### config.mk
export PLATFORM = sky130hd
export DESIGN_NAME = seq_multiplier
export DESIGN_NICKNAME = d
export VERILOG_FILES = /design/src/rtl/seq_multiplier.sv
export SDC_FILE = /design/constraint.sdc
export NUM_CORES = 1
export LEC_CHECK = 0
export CORE_UTILIZATION = 30
export DETAILED_ROUTE_END_ITERATION = 10
export PLACE_DENSITY = 0.5
export SYNTH_ARGS = -nofsm -noshare
export SYNTH_HDL_FRONTEND = slang
export SYNTH_SLANG_ARGS = --single-unit
export TNS_END_PERCENT = 1
### constraint.sdc
create_clock -name clk -period 2.7 [get_ports clk]
set_clock_uncertainty 0.1 [all_clocks]
set_input_delay 0.54 -clock clk [delete_from_list [all_inputs] [get_ports clk]]
set_output_delay 0.54 -clock clk [all_outputs]
set_load 0.03 [all_outputs]
### src/rtl/seq_multiplier.sv
`default_nettype none
// ============================================================================
// Module   : seq_multiplier
// Brief    : Unsigned WIDTH x WIDTH radix-2 shift-add multiplier, one bit/cycle.
// Revision : 1.0
// ============================================================================
module seq_multiplier #(
    parameter int WIDTH = 8
) (
    input  logic                 clk,
    input  logic                 rst,
    input  logic                 start,
    input  logic [WIDTH-1:0]     X,
    input  logic [WIDTH-1:0]     Y,
    output logic [2*WIDTH-1:0]   PRODUCT,
    output logic                 busy,
    output logic                 done
);

    localparam int CNT_W = $clog2(WIDTH + 1);
    localparam logic [CNT_W-1:0] C_LAST_STEP = CNT_W'(WIDTH - 1);
    localparam logic [CNT_W-1:0] C_CNT_ONE   = CNT_W'(1);

    localparam logic [1:0] S_IDLE = 2'd0;
    localparam logic [1:0] S_CALC = 2'd1;
    localparam logic [1:0] S_DONE = 2'd2;

    logic [1:0]           r_state;
    logic [1:0]           w_state_next;
    logic                 r_busy;
    logic                 r_done;
    logic                 w_busy_next;
    logic                 w_done_next;

    logic [WIDTH-1:0]     r_mcand;
    logic [WIDTH-1:0]     r_mplier;
    logic [2*WIDTH:0]     r_acc;
    logic [CNT_W-1:0]     r_cnt;
    logic [2*WIDTH-1:0]   r_product;

    logic [WIDTH-1:0]     w_addend;
    logic [WIDTH:0]       w_sum;
    logic [2*WIDTH:0]     w_acc_next;
    logic                 w_last_step;
    logic                 w_unused;

    // ------------------------------------------------------------------
    // State register (busy/done are registered alongside the state)
    // ------------------------------------------------------------------
    always_ff @(posedge clk or posedge rst) begin
        if (rst) begin
            r_state <= S_IDLE;
            r_busy  <= 1'b0;
            r_done  <= 1'b0;
        end else begin
            r_state <= w_state_next;
            r_busy  <= w_busy_next;
            r_done  <= w_done_next;
        end
    end

    // ------------------------------------------------------------------
    // Next-state logic
    // ------------------------------------------------------------------
    always_comb begin
        w_state_next = r_state;
        case (r_state)
            S_IDLE:  if (start)       w_state_next = S_CALC;
            S_CALC:  if (w_last_step) w_state_next = S_DONE;
            S_DONE:                   w_state_next = S_IDLE;
            default:                  w_state_next = S_IDLE;
        endcase
    end

    // ------------------------------------------------------------------
    // Output logic: decoded from the next state so the flops line up
    // with the state they describe.
    // ------------------------------------------------------------------
    always_comb begin
        w_busy_next = 1'b0;
        w_done_next = 1'b0;
        case (w_state_next)
            S_CALC:  w_busy_next = 1'b1;
            S_DONE:  w_done_next = 1'b1;
            default: begin
                w_busy_next = 1'b0;
                w_done_next = 1'b0;
            end
        endcase
    end

    // ------------------------------------------------------------------
    // Shift-add datapath: add into the upper half with a carry bit, then
    // shift {carry, accumulator} right by one.
    // ------------------------------------------------------------------
    assign w_last_step = (r_cnt == C_LAST_STEP);
    assign w_addend    = r_mplier[0] ? r_mcand : '0;
    assign w_sum       = r_acc[2*WIDTH:WIDTH] + {1'b0, w_addend};
    assign w_acc_next  = {1'b0, w_sum, r_acc[WIDTH-1:1]};

    // Bit 0 of the accumulator falls off the end on every shift.
    assign w_unused    = r_acc[0];

    always_ff @(posedge clk or posedge rst) begin
        if (rst) begin
            r_mcand   <= '0;
            r_mplier  <= '0;
            r_acc     <= '0;
            r_cnt     <= '0;
            r_product <= '0;
        end else begin
            case (r_state)
                S_IDLE: begin
                    if (start) begin
                        r_mcand  <= X;
                        r_mplier <= Y;
                        r_acc    <= '0;
                        r_cnt    <= '0;
                    end
                end
                S_CALC: begin
                    r_acc    <= w_acc_next;
                    r_mplier <= {1'b0, r_mplier[WIDTH-1:1]};
                    r_cnt    <= r_cnt + C_CNT_ONE;
                    if (w_last_step) begin
                        r_product <= w_acc_next[2*WIDTH-1:0];
                    end
                end
                default: begin
                    r_acc <= r_acc;
                end
            endcase
        end
    end

    assign PRODUCT = r_product;
    assign busy    = r_busy;
    assign done    = r_done;

endmodule
`default_nettype wire

Yosys cells after proc, flatten, opt, wreduce, memory -nomap -nowiden --
Cells that the tools add are included.
Word-level totals: flip-flop bits (word level) 57, bits in latches 0, RAM bits 0, memory bits (read-only) 0, input port bits 19, output and inout bits 18, logic and storage cells 32, memories kept 0
Operators by class: add/sub/neg operators 2, multiply operators 0, div/mod/pow operators 0, magnitude comparators 0, equal/unequal tests 5, shifts and indexed selects 0, mux-type cells 12, bitwise logic cells 0, reduce and logical (&&, ||, !) cells 5
Operator list (number):
- $pmux W17 S2 | 1
- $mux W17 | 1
- $mux W8 | 2
- $pmux W8 S2 | 1
- $add A9 B8 Y9 | 1
- $pmux W4 S2 | 1
- $reduce_and A2 Y1 | 3
- $add A4 B1 Y4 const B | 1
- $eq A2 B1 Y1 const B | 2
- $eq A4 B3 Y1 const B | 1
- $mux W2 | 2
- $mux W4 | 1
- $pmux W2 S2 | 1
- $eq A2 B2 Y1 const B | 1
- $logic_not A2 Y1 | 1
- $mux W1 | 2
- $ne A2 B2 Y1 const B | 1
- $reduce_bool A2 Y1 | 1

Depth between registers and ports, before layout --
depth after elaboration 5, gate-level depth with buffers 7

Least setup slack after synthesis --
No wires, ideal clock.
path type flip-flop to flip-flop, start point reg r_mplier[0], end point reg r_product[13], in the netlist PRODUCT[13], library setup time 0.125 ns, data arrival time 1.989 ns, data required time 2.475 ns, setup slack 0.486 ns, cell stages (with the launch flop) 8, path buffers 0, period minus slack after synthesis 2.214 ns, path through dfrtp_1 -> and2_1 -> ha_1 -> fa_1 -> a21o_1 -> a221oi_4 -> xnor2_1 -> mux2_4
Between the ends: longest elaborated chain between the ends 2
Ends and longest elaborated chain:
- start: declaration | RTL line 36 | logic [WIDTH-1:0] r_mplier;
- start signal: assignment | RTL line 123 | r_mplier <= {1'b0, r_mplier[WIDTH-1:1]};
- $mux W8 | RTL line 97 | assign w_addend = r_mplier[0] ? r_mcand : '0;
- $add A9 B8 Y9 | RTL line 98 | assign w_sum = r_acc[2*WIDTH:WIDTH] + {1'b0, w_addend};
- end signal: assignment | RTL line 126 | r_product <= w_acc_next[2*WIDTH-1:0];
- end: declaration | RTL line 39 | logic [2*WIDTH-1:0] r_product;
Every way passes these cells. A chain may end at the register's enable or synchronous reset.

Final worst setup path --
Ends and elaborated chain as after synthesis.

==> impl_metrics.toml <==
[run_status]
status = "complete, no violations"

[yosys]
avgSynthCellArea_sq_um = 12.3
synth_area_sq_um = 2500
ys_seq_area_frac = 0.549
synth.distinct_cells = 38
synth_seq_cells = 55
syn_inst = 203
synth_nets = 232
synth_warnings = 0

[sta]
rsz0062_at_grt = "false"
maxSlewHeadroom = 0.724
finalCritPeriodShare = 0.891
drv_slew = 0
setup_viol = 0
fmax_mhz = 415
tightest_slew_ns = 0.414
layout_min_cycle_time_ns = 2.41
setup_tns_ns = 0
hold_viol = 0

[layout]
fin_nets = 272
num_antenna_cells = 0
fill_cells = 759
final_cell_mix = "55 x dfrtp_1, 36 x clkdlybuf4s50_1, 20 x mux2_2, 15 x o21ai_0, 14 x nand2_1"
drive_gt1_frac = 0.184
syn_to_final_growth_pct = 24.4
mostFrequentLayoutCell = "dfrtp_1"

[clock_network]
clockBufferDepth = 2
htree_levels = 2
cts_buffers = 5
clock_sinks = 55
cts_tree = "done"
holdBufCountCts = 0
path_clk_slew_ns = 0.10
clock_latency_ns = 0.31
cts_setup_buffers = 0
cts_resized = 0
cts-root-buf = "clkbuf_8"

[route]
wl_mm = 4.80
ant_nets = 0
drt_pass1_iterations = 4
wire_per_inst_um = 13.9
routed-via-count = 1648
drt_iter0_markers = 61
drcViolationCount = 0
via_per_inst = 4.76

[floorplan]
num_rows = 32
dieArea_sq_um = 8720
start_util = 0.318
core_sq_um = 7890
io_pins = 37
die_h_um = 93.4
die_w_um = 93.4

[critical_path]
rrSetupSlack_ns = 0.29
critPathKind = "reg2reg"
cp.required_ns = 2.80
cp-end-kind = "flop"
worstPathMaxFanout = 9
arrival_ns = 2.51
crit_path_start_kind = "flop"

[pwr]
p_leak_uw = 0.00142
vdd_drop_max_mv = 0.451
power.total_uw = 3170
power.density_nw_per_um2 = 1020

[global_routing]
grtUsageMet1 = 0.171
grt.busiest_layer = "met2"
gr-usage-met3 = 0.0285
grt_max_degree = 56
grt_pass1_wl_mm = 8.16
globalRouteMet2Util = 0.184
grt.total_usage = 0.121
antenna_found_initial = 0
grt_pass1_vias = 1650
overflow = 0

[run]
drv_cap = 0

[placement]
globalplace.congestion = 0.723
port_buffers = 36
dp_hpwl_mm = 3.18

[worst_hold_path]
hp-class = "reg2reg"
## power by group
part           switching (uW)  total (uW)  internal (uW)
Sequential                202        1350           1140
Combinational             693        1380            685
Clock                     267         450            183
Total                    1160        3170           2010
## worst max-delay path, cell delays in order (launching register included)
cell      delay [ns]
dfrtp_1         0.49
and2_1          0.21
ha_1            0.20
fa_1            0.41
a21o_1          0.24
a221oi_4        0.28
xnor2_1         0.12
mux2_4          0.26
## flip-flops by register name (all words and copies together) (netlist names)
signal / count
r_cnt: 4
r_mcand: 8
r_acc: 15
busy: 1
r_state: 2
PRODUCT: 16
r_mplier: 8
done: 1
## final cells by class
| class | instances | area (sq um) | area share |
|---|---|---|---|
| inverter | 4 | 15.0 | 0.00482 |
| multi-input combinational | 134 | 1070 | 0.344 |
| tap | 102 | 128 | 0.0410 |
| clock inverter | 3 | 18.8 | 0.00602 |
| clock buffer | 5 | 68.8 | 0.0221 |
| sequential | 55 | 1380 | 0.442 |
| timing repair buffer | 43 | 438 | 0.141 |
## cells in the mapped netlist
| cell | instances | area share |
|---|---|---|
| a211oi_1 | 1 | 0.0030 |
| nand2_1 | 14 | 0.021 |
| a21o_1 | 2 | 0.0060 |
| nor3_1 | 2 | 0.0040 |
| a221oi_4 | 1 | 0.010 |
| o31ai_1 | 1 | 0.0030 |
| nand3_1 | 1 | 0.0020 |
| o21ai_0 | 15 | 0.030 |
| a21oi_1 | 12 | 0.024 |
| buf_2 | 8 | 0.016 |
| xor2_1 | 2 | 0.0070 |
| o21bai_2 | 1 | 0.0045 |
| a22o_2 | 1 | 0.0040 |
| mux2_4 | 1 | 0.0060 |
| clkbuf_1 | 2 | 0.0030 |
| mux2_2 | 20 | 0.090 |
| nor2_1 | 1 | 0.0015 |
| a22o_1 | 13 | 0.045 |
| ha_1 | 9 | 0.045 |
| and3b_1 | 7 | 0.024 |
| a31o_2 | 2 | 0.0070 |
| dfrtp_1 | 55 | 0.55 |
| inv_1 | 4 | 0.0060 |
| nand4_1 | 1 | 0.0025 |
| or3_1 | 2 | 0.0050 |
| a32o_1 | 2 | 0.0080 |
| nor2b_1 | 3 | 0.0075 |
| nor3b_1 | 1 | 0.0030 |
| fa_1 | 1 | 0.0080 |
| xnor2_1 | 2 | 0.0070 |
| nand3b_1 | 1 | 0.0030 |
| mux2i_1 | 1 | 0.0040 |
| and2_1 | 8 | 0.020 |
| o21ba_2 | 1 | 0.0040 |
| a22oi_1 | 1 | 0.0030 |
| nand2b_1 | 1 | 0.0025 |
| a41oi_1 | 2 | 0.0070 |
| and3_2 | 1 | 0.0030 |
## logic make-up (layout without fill, tap and decap cells)
logic type,Yosys count,after routing,share of synthesized area
mux,22,22,0.0999
xor+xnor,4,4,0.0140
fa+ha+maj,10,10,0.0529
compound gates,55,55,0.159
flops,55,55,0.549
simple gates,43,43,0.0994
buf+inv,14,55,0.0250
## metal layers
| layer | part of all wire | routed length, um |
|---|---|---|
| met5 | 0 | 0 |
| met1 | 0.50 | 2400 |
| met3 | 0.042 | 203 |
| met2 | 0.44 | 2130 |
| met4 | 0.013 | 64 |
## per-stage QoR
step / worst slack (ns) / instances / hold slack (ns) / util / instance area (sq um)
2_1_floorplan: 0.486 / 203 / 0.350 / - / 2500
3_3_place_gp: 0.341 / 338 / 0.364 / 0.384 / 3030
3_5_place_dp: 0.305 / 338 / 0.370 / 0.384 / 3030
4_1_cts: 0.266 / 346 / 0.395 / 0.395 / 3120
5_1_grt: 0.140 / 346 / 0.420 / 0.395 / 3120
6_report: 0.293 / 346 / 0.387 / 0.395 / 3120
## final timing paths
kind	start	endpoint	depth (start not counted)
min in group asynchronous	rst	done	3
hold reg to reg	r_mplier[1]	r_mplier[1]	2
hold / removal	r_mplier[1]	r_mplier[1]	2
setup reg to reg	r_mplier[0]	PRODUCT[13]	7
max in group asynchronous	rst	r_acc[11]	3
setup / recovery	r_mplier[0]	PRODUCT[13]	7
No activity file was read; power rests on OpenSTA's default activity.
